==> src/rtl/dm_burst_seq.sv <==
// dm_burst_seq: resolves a burst base address through the data-memory LUT, then issues a req/ack burst.
// Latency: start -> LUT lookup (1 cycle) -> first req; 1 access/cycle with ack high; done one cycle after the last ack.
// Backpressure: req/adr/we hold stable while dm_ack_i is low; start_i is only accepted in IDLE (no queuing).
// Optional build macro DM_BOUNDS_EN: abort (done_o + err_o) when a mid-burst address step wraps past 2^AW.
module dm_burst_seq #(
  parameter int AW = 8,
  parameter int PW = 5,
  parameter int LW = 8
) (
  input  logic          clk,
  input  logic          reset,
  input  logic          start_i,
  input  logic [PW-1:0] ptr_i,
  input  logic [LW-1:0] len_i,
  input  logic [AW-1:0] stride_i,
  input  logic          write_i,
  output logic [PW-1:0] lut_ptr_o,
  input  logic [AW-1:0] lut_dm_i,
  output logic [AW-1:0] dm_adr_o,
  output logic          dm_req_o,
  output logic          dm_we_o,
  input  logic          dm_ack_i,
  output logic          busy_o,
  output logic          done_o,
  output logic          err_o
);

  localparam logic [1:0] S_IDLE   = 2'd0;
  localparam logic [1:0] S_LOOKUP = 2'd1;
  localparam logic [1:0] S_REQ    = 2'd2;
  localparam logic [1:0] S_DONE   = 2'd3;

  logic [1:0]    state;
  logic [PW-1:0] ptr_q;
  logic [LW-1:0] rem_q;      // accesses still to be acknowledged
  logic [AW-1:0] stride_q;
  logic [AW-1:0] adr_q;
  logic          we_q;
  logic          err_q;      // current DONE was reached by an abort

  logic [AW-1:0] adr_nxt;
  logic          abort;

`ifdef DM_BOUNDS_EN
  // One extra bit exposes the carry out of the address step; a carry on the
  // final ack is harmless because no further access uses that address.
  logic [AW:0] adr_sum;
  assign adr_sum = {1'b0, adr_q} + {1'b0, stride_q};
  assign adr_nxt = adr_sum[AW-1:0];
  assign abort   = adr_sum[AW] && (rem_q != LW'(1));
`else
  assign adr_nxt = adr_q + stride_q;
  assign abort   = 1'b0;
`endif

  // Burst sequencer: latch request, resolve base via LUT, step through accesses.
  always_ff @(posedge clk) begin
    if (reset) begin
      state    <= S_IDLE;
      ptr_q    <= '0;
      rem_q    <= '0;
      stride_q <= '0;
      adr_q    <= '0;
      we_q     <= 1'b0;
      err_q    <= 1'b0;
    end else begin
      case (state)
        S_IDLE: begin
          err_q <= 1'b0;
          if (start_i) begin
            ptr_q    <= ptr_i;
            rem_q    <= len_i;
            stride_q <= stride_i;
            we_q     <= write_i;
            state    <= (len_i == '0) ? S_DONE : S_LOOKUP;
          end
        end
        S_LOOKUP: begin
          adr_q <= lut_dm_i;
          state <= S_REQ;
        end
        S_REQ: begin
          if (dm_ack_i) begin
            rem_q <= rem_q - LW'(1);
            adr_q <= adr_nxt;
            if (rem_q == LW'(1)) begin
              state <= S_DONE;
            end else if (abort) begin
              err_q <= 1'b1;
              state <= S_DONE;
            end
          end
        end
        S_DONE: begin
          state <= S_IDLE;
        end
        default: begin
          state <= S_IDLE;
        end
      endcase
    end
  end

  // Outputs are decoded from state so req/adr/we stay stable across ack stalls.
  assign lut_ptr_o = (state == S_IDLE) ? '0 : ptr_q;
  assign dm_adr_o  = adr_q;
  assign dm_req_o  = (state == S_REQ);
  assign dm_we_o   = (state == S_REQ) && we_q;
  assign busy_o    = (state == S_LOOKUP) || (state == S_REQ);
  assign done_o    = (state == S_DONE);
  assign err_o     = (state == S_DONE) && err_q;

endmodule

==> config.mk <==
export PLATFORM = sky130hd
export DESIGN_NAME = dm_burst_seq
export DESIGN_NICKNAME = d
export VERILOG_FILES = /design/src/rtl/dm_burst_seq.sv
export SDC_FILE = /design/constraint.sdc
export NUM_CORES = 1
export LEC_CHECK = 0
export BUFFER_PORTS_ARGS = -buffer_cell sky130_fd_sc_hd__buf_2
export CAP_MARGIN = 40
export CORE_ASPECT_RATIO = 0.9
export CORE_UTILIZATION = 50
export DETAILED_ROUTE_END_ITERATION = 16
export GPL_TIMING_DRIVEN = 0
export PLACE_DENSITY = 0.77
export SLEW_MARGIN = 20
export SYNTH_ARGS = -nofsm -noshare
export SYNTH_HDL_FRONTEND = slang
export SYNTH_SLANG_ARGS = --single-unit
==> constraint.sdc <==
create_clock -name clk -period 2.4 [get_ports clk]
set_clock_uncertainty 0.05 [all_clocks]
set_input_delay 0.24 -clock clk [delete_from_list [all_inputs] [get_ports clk]]
set_output_delay 0.24 -clock clk [all_outputs]
set_load 0.02 [all_outputs]
==> results.yml <==
run_status:
  status: "complete, no violations"
detailed_routing:
  wirelength_um: 4330
  number_of_antenna_violating_nets_in_the_routed_design: 0
  route.vias.total: 1815
  post_drt_via_cell_ratio: 5.43
  firstDrtPassIters: 4
  drcViolationCount: 0
  routed_wirelength_normalized_by_instance_count_um: 13.0
  drt_first_iter_violations: 120
setup_path:
  timing.critical_path.arrival_ps: 1910
  critical_path.reg2reg.endpoint: "dm_adr_o[7]"
  end_kind: "output port"
  worst_reg2reg_path_startpoint: "stride_q[1]"
  critical_path.startpoint_type: "flop"
  cell_repeated_most_along_the_worst_path: "sky130_fd_sc_hd__buf_2"
  reg2reg_setup_slack_ps: 230
  reg2reg_depth: 7
  worst_path_largest_cell_delay_ps: 340
  critPathRequiredTime_ps: 2110
  critical_path.cell_chain: "inv_1, ha_1, buf_2, clkbuf_2, and2_1, buf_2"
  crit_path_top_delay_cell: "sky130_fd_sc_hd__dfxtp_1"
  worstSetupPathType: "reg2out"
  largest_driver_fanout_on_the_critical_path: 10
clocking:
  tritoncts: "built"
  cts_made_buffers: 5
  worstSkewPairLatency_ps: 290
  clock_tree.buffer_depth: 2
  cts.reportedPaths.clkPinSlew_ps: 70
  cts_sinks: 32
  root_buffer: "sky130_fd_sc_hd__clkbuf_8"
  cts_hold_buf: 0
  cts_max_level: 2
synth:
  synth_xor_xnor_area_share_pct: 1.92
  synth_cells: 232
  netlist.area_leader.share_pct: 35.1
  synth_async_sr_flop_share_pct: 0
  synth-adder-area-share_pct: 10.0
  synth.ff_latch_count: 32
  most_frequently_used_cell_type_in_the_post_synthesis_netlist: "sky130_fd_sc_hd__nand2_1"
  synthSimpleGateAreaFrac_pct: 23.0
  synth.distinct_cells: 46
  synth.top_cells.by_area: "sky130_fd_sc_hd__dfxtp_1 (35%), sky130_fd_sc_hd__nand2_1 (9.3%), sky130_fd_sc_hd__ha_1 (8.9%), sky130_fd_sc_hd__a21oi_1 (7.1%), sky130_fd_sc_hd__nor2_1 (3.9%)"
  synth.top_cells.by_count: "sky130_fd_sc_hd__nand2_1 (45), sky130_fd_sc_hd__dfxtp_1 (32), sky130_fd_sc_hd__a21oi_1 (26)"
  synthesized_cell_area_um2: 1820
  edff_count_synth: 0
  synth_mux_area_share_pct: 3.29
  ys.warnings.count: 0
  ys_flop_type: "sky130_fd_sc_hd__dfxtp_1"
  combinational_family_with_the_most_area_after_synthesis: "simple AND/OR/NAND/NOR gates"
  synth.net_count: 280
  avgSynthCellArea_um2: 7.86
  synth-seq-area-share_pct: 35.1
  compound_cell_area_share_of_the_yosys_netlist_pct: 22.0
  yosysTopAreaCell: "sky130_fd_sc_hd__dfxtp_1"
layout:
  nets_finish: 337
  layout-drive-gt1-share_pct: 23.4
  insertedDiodeCount: 0
  multi_input_area_um2: 1100
  seq_area_um2: 641
  area_delta_synth_final_pct: 23.0
  num-fill-cells: 308
power_and_ir_drop:
  pwr_density_cell_nw_per_um2: 1350
  power.switching_fraction_pct: 45.6
  power_switching_uw: 1390
  clock_power_share_pct: 17.1
  power.share.sequential_pct: 29.3
  p_leak_uw: 0.00101
  power.combinational.fraction_pct: 53.6
  internal_power_uw: 1650
  max-vdd-ir-drop_mv: 0.716
global_routing:
  gr-usage-all-layers_pct: 24.3
  via_count_of_the_first_global_routing_pass: 1630
  globalRouteOverflowTotal: 0
  grt_first_pass_wirelength_um: 7160
  antenna_found_initial: 0
  grt_start_max_net_pins: 12
min_path:
  whs_endpoint: "ptr_q[1]"
  hold_start: "ptr_i[1]"
  hold_path_depth: 3
  hold_path_class: "in2reg"
die:
  initial_utilization_pct: 53.2
  design.core.area_um2: 3430
  core.rowCount: 20
  y_dimension_of_the_die_um: 59.3
  fp.dieArea_um2: 3890
  die-width_um: 65.7
  top_level_ports: 52
sta:
  maxClockFrequency_mhz: 454
  final_hold_viol_count: 0
  final-max-slew-violation-count: 0
  finalCritPeriodShare_pct: 91.8
  finalSetupTns_ps: 0
  timing.final.setup_violations: 0
  rsz_0062_raised_after_global_routing: "no"
  final.hold.worst_slack_ps: 132
  layout_min_cycle_time_ps: 2200
placed_design:
  gp_congestion: 0.883
  detailedPlacementHpwl_um: 3360
  numPortBuffers: 50
flow_run:
  maxCapViolCount: 0
[area by class of cell]
cell class                      instances  area share (%)
Buffer                                 12            2.40
Inverter                                8            1.34
Tap cell                               44            2.45
Clock inverter                          3            1.90
Multi-Input combinational cell        180            49.2
Sequential cell                        32            28.5
Timing Repair Buffer                   50            11.1
Clock buffer                            5            3.07
[registers in the layout (all words and copies together) (netlist names)]
signal    cells
state         2
dm_adr_o      8
stride_q      8
rem_q         8
we_q          1
ptr_q         5
[power groups by stage]
stage                     clock network (uW)  registers, uW  logic, uW
after global placement                     0            892       1590
after floorplan                            0            937       1150
final                                    520            890       1630
after CTS                                520            887       1620
after global routing                     545            921       1820
after detailed placement                   0            899       1610
[worst max-delay path by stage]
| stage | start | endpoint | slack, ps |
|---|---|---|---|
| 3_5_place_dp | state[0] | rem_q[5] | 140 |
| 5_1_grt | state[0] | rem_q[5] | 50 |
| 4_1_cts | state[0] | dm_we_o | 60 |
| 2_1_floorplan | dm_adr_o[1] | dm_adr_o[7] | 350 |
| 3_3_place_gp | state[0] | dm_we_o | 160 |
| 6_report | state[0] | dm_we_o | 200 |
[metrics by stage]
| step | power (uW) | utilization [%] | cell area (um^2) | worst slack, ps | std cells |
|---|---|---|---|---|---|
| 2_1_floorplan | 2090 | - | 1820 | 352 | 232 |
| 4_1_cts | 3030 | 65.4 | 2240 | 60.8 | 334 |
| 3_3_place_gp | 2480 | 62.1 | 2130 | 160 | 326 |
| 6_report | 3040 | 65.5 | 2240 | 197 | 334 |
| 3_5_place_dp | 2510 | 62.1 | 2130 | 145 | 326 |
| 5_1_grt | 3280 | 65.5 | 2240 | 52.2 | 334 |
[critical path: cells and delay by family, from the launching register on]
| kind | cells | cell delay [ps] |
|---|---|---|
| buffers and inverters | 4 | 840 |
| DFF | 1 | 340 |
| adders and majority gates | 1 | 280 |
| and+or+nand+nor | 1 | 160 |
[routing by layer]
layer,track usage (%),routed length (um),vias up
met5,0,0,-
met1,32.8,2060,825
met4,8.70,46,0
met2,37.9,1930,58
met3,5.38,298,5
li1,-,-,927
[layout by cell type, fill, tap and decap left out, drive strengths merged, types with 3 or more instances in the layout]
master,instances
o31ai,3
mux2i,6
inv,8
dfxtp,32
clkbuf,13
a21oi,26
nand2b,3
nor2b,8
o21ai,6
nand2,45
nor2,19
ha,13
nor3,5
a211oi,9
a22oi,4
buf,54
[logic make-up after synthesis]
family / Yosys count
buffers and inverters: 20
AO/OA/AOI/OAI: 62
multiplexers: 6
AND/OR/NAND/NOR: 93
other: 1
adder cells (fa/ha/maj): 14
XOR/XNOR: 4
flip-flops: 32
[what timing repair did]
item	CTS	global route
setup endpoints to repair	1	2
gates resized for setup	1	4
setup buffers	0	0
cloned	0	0
Power figures use the tool's default switching activity.
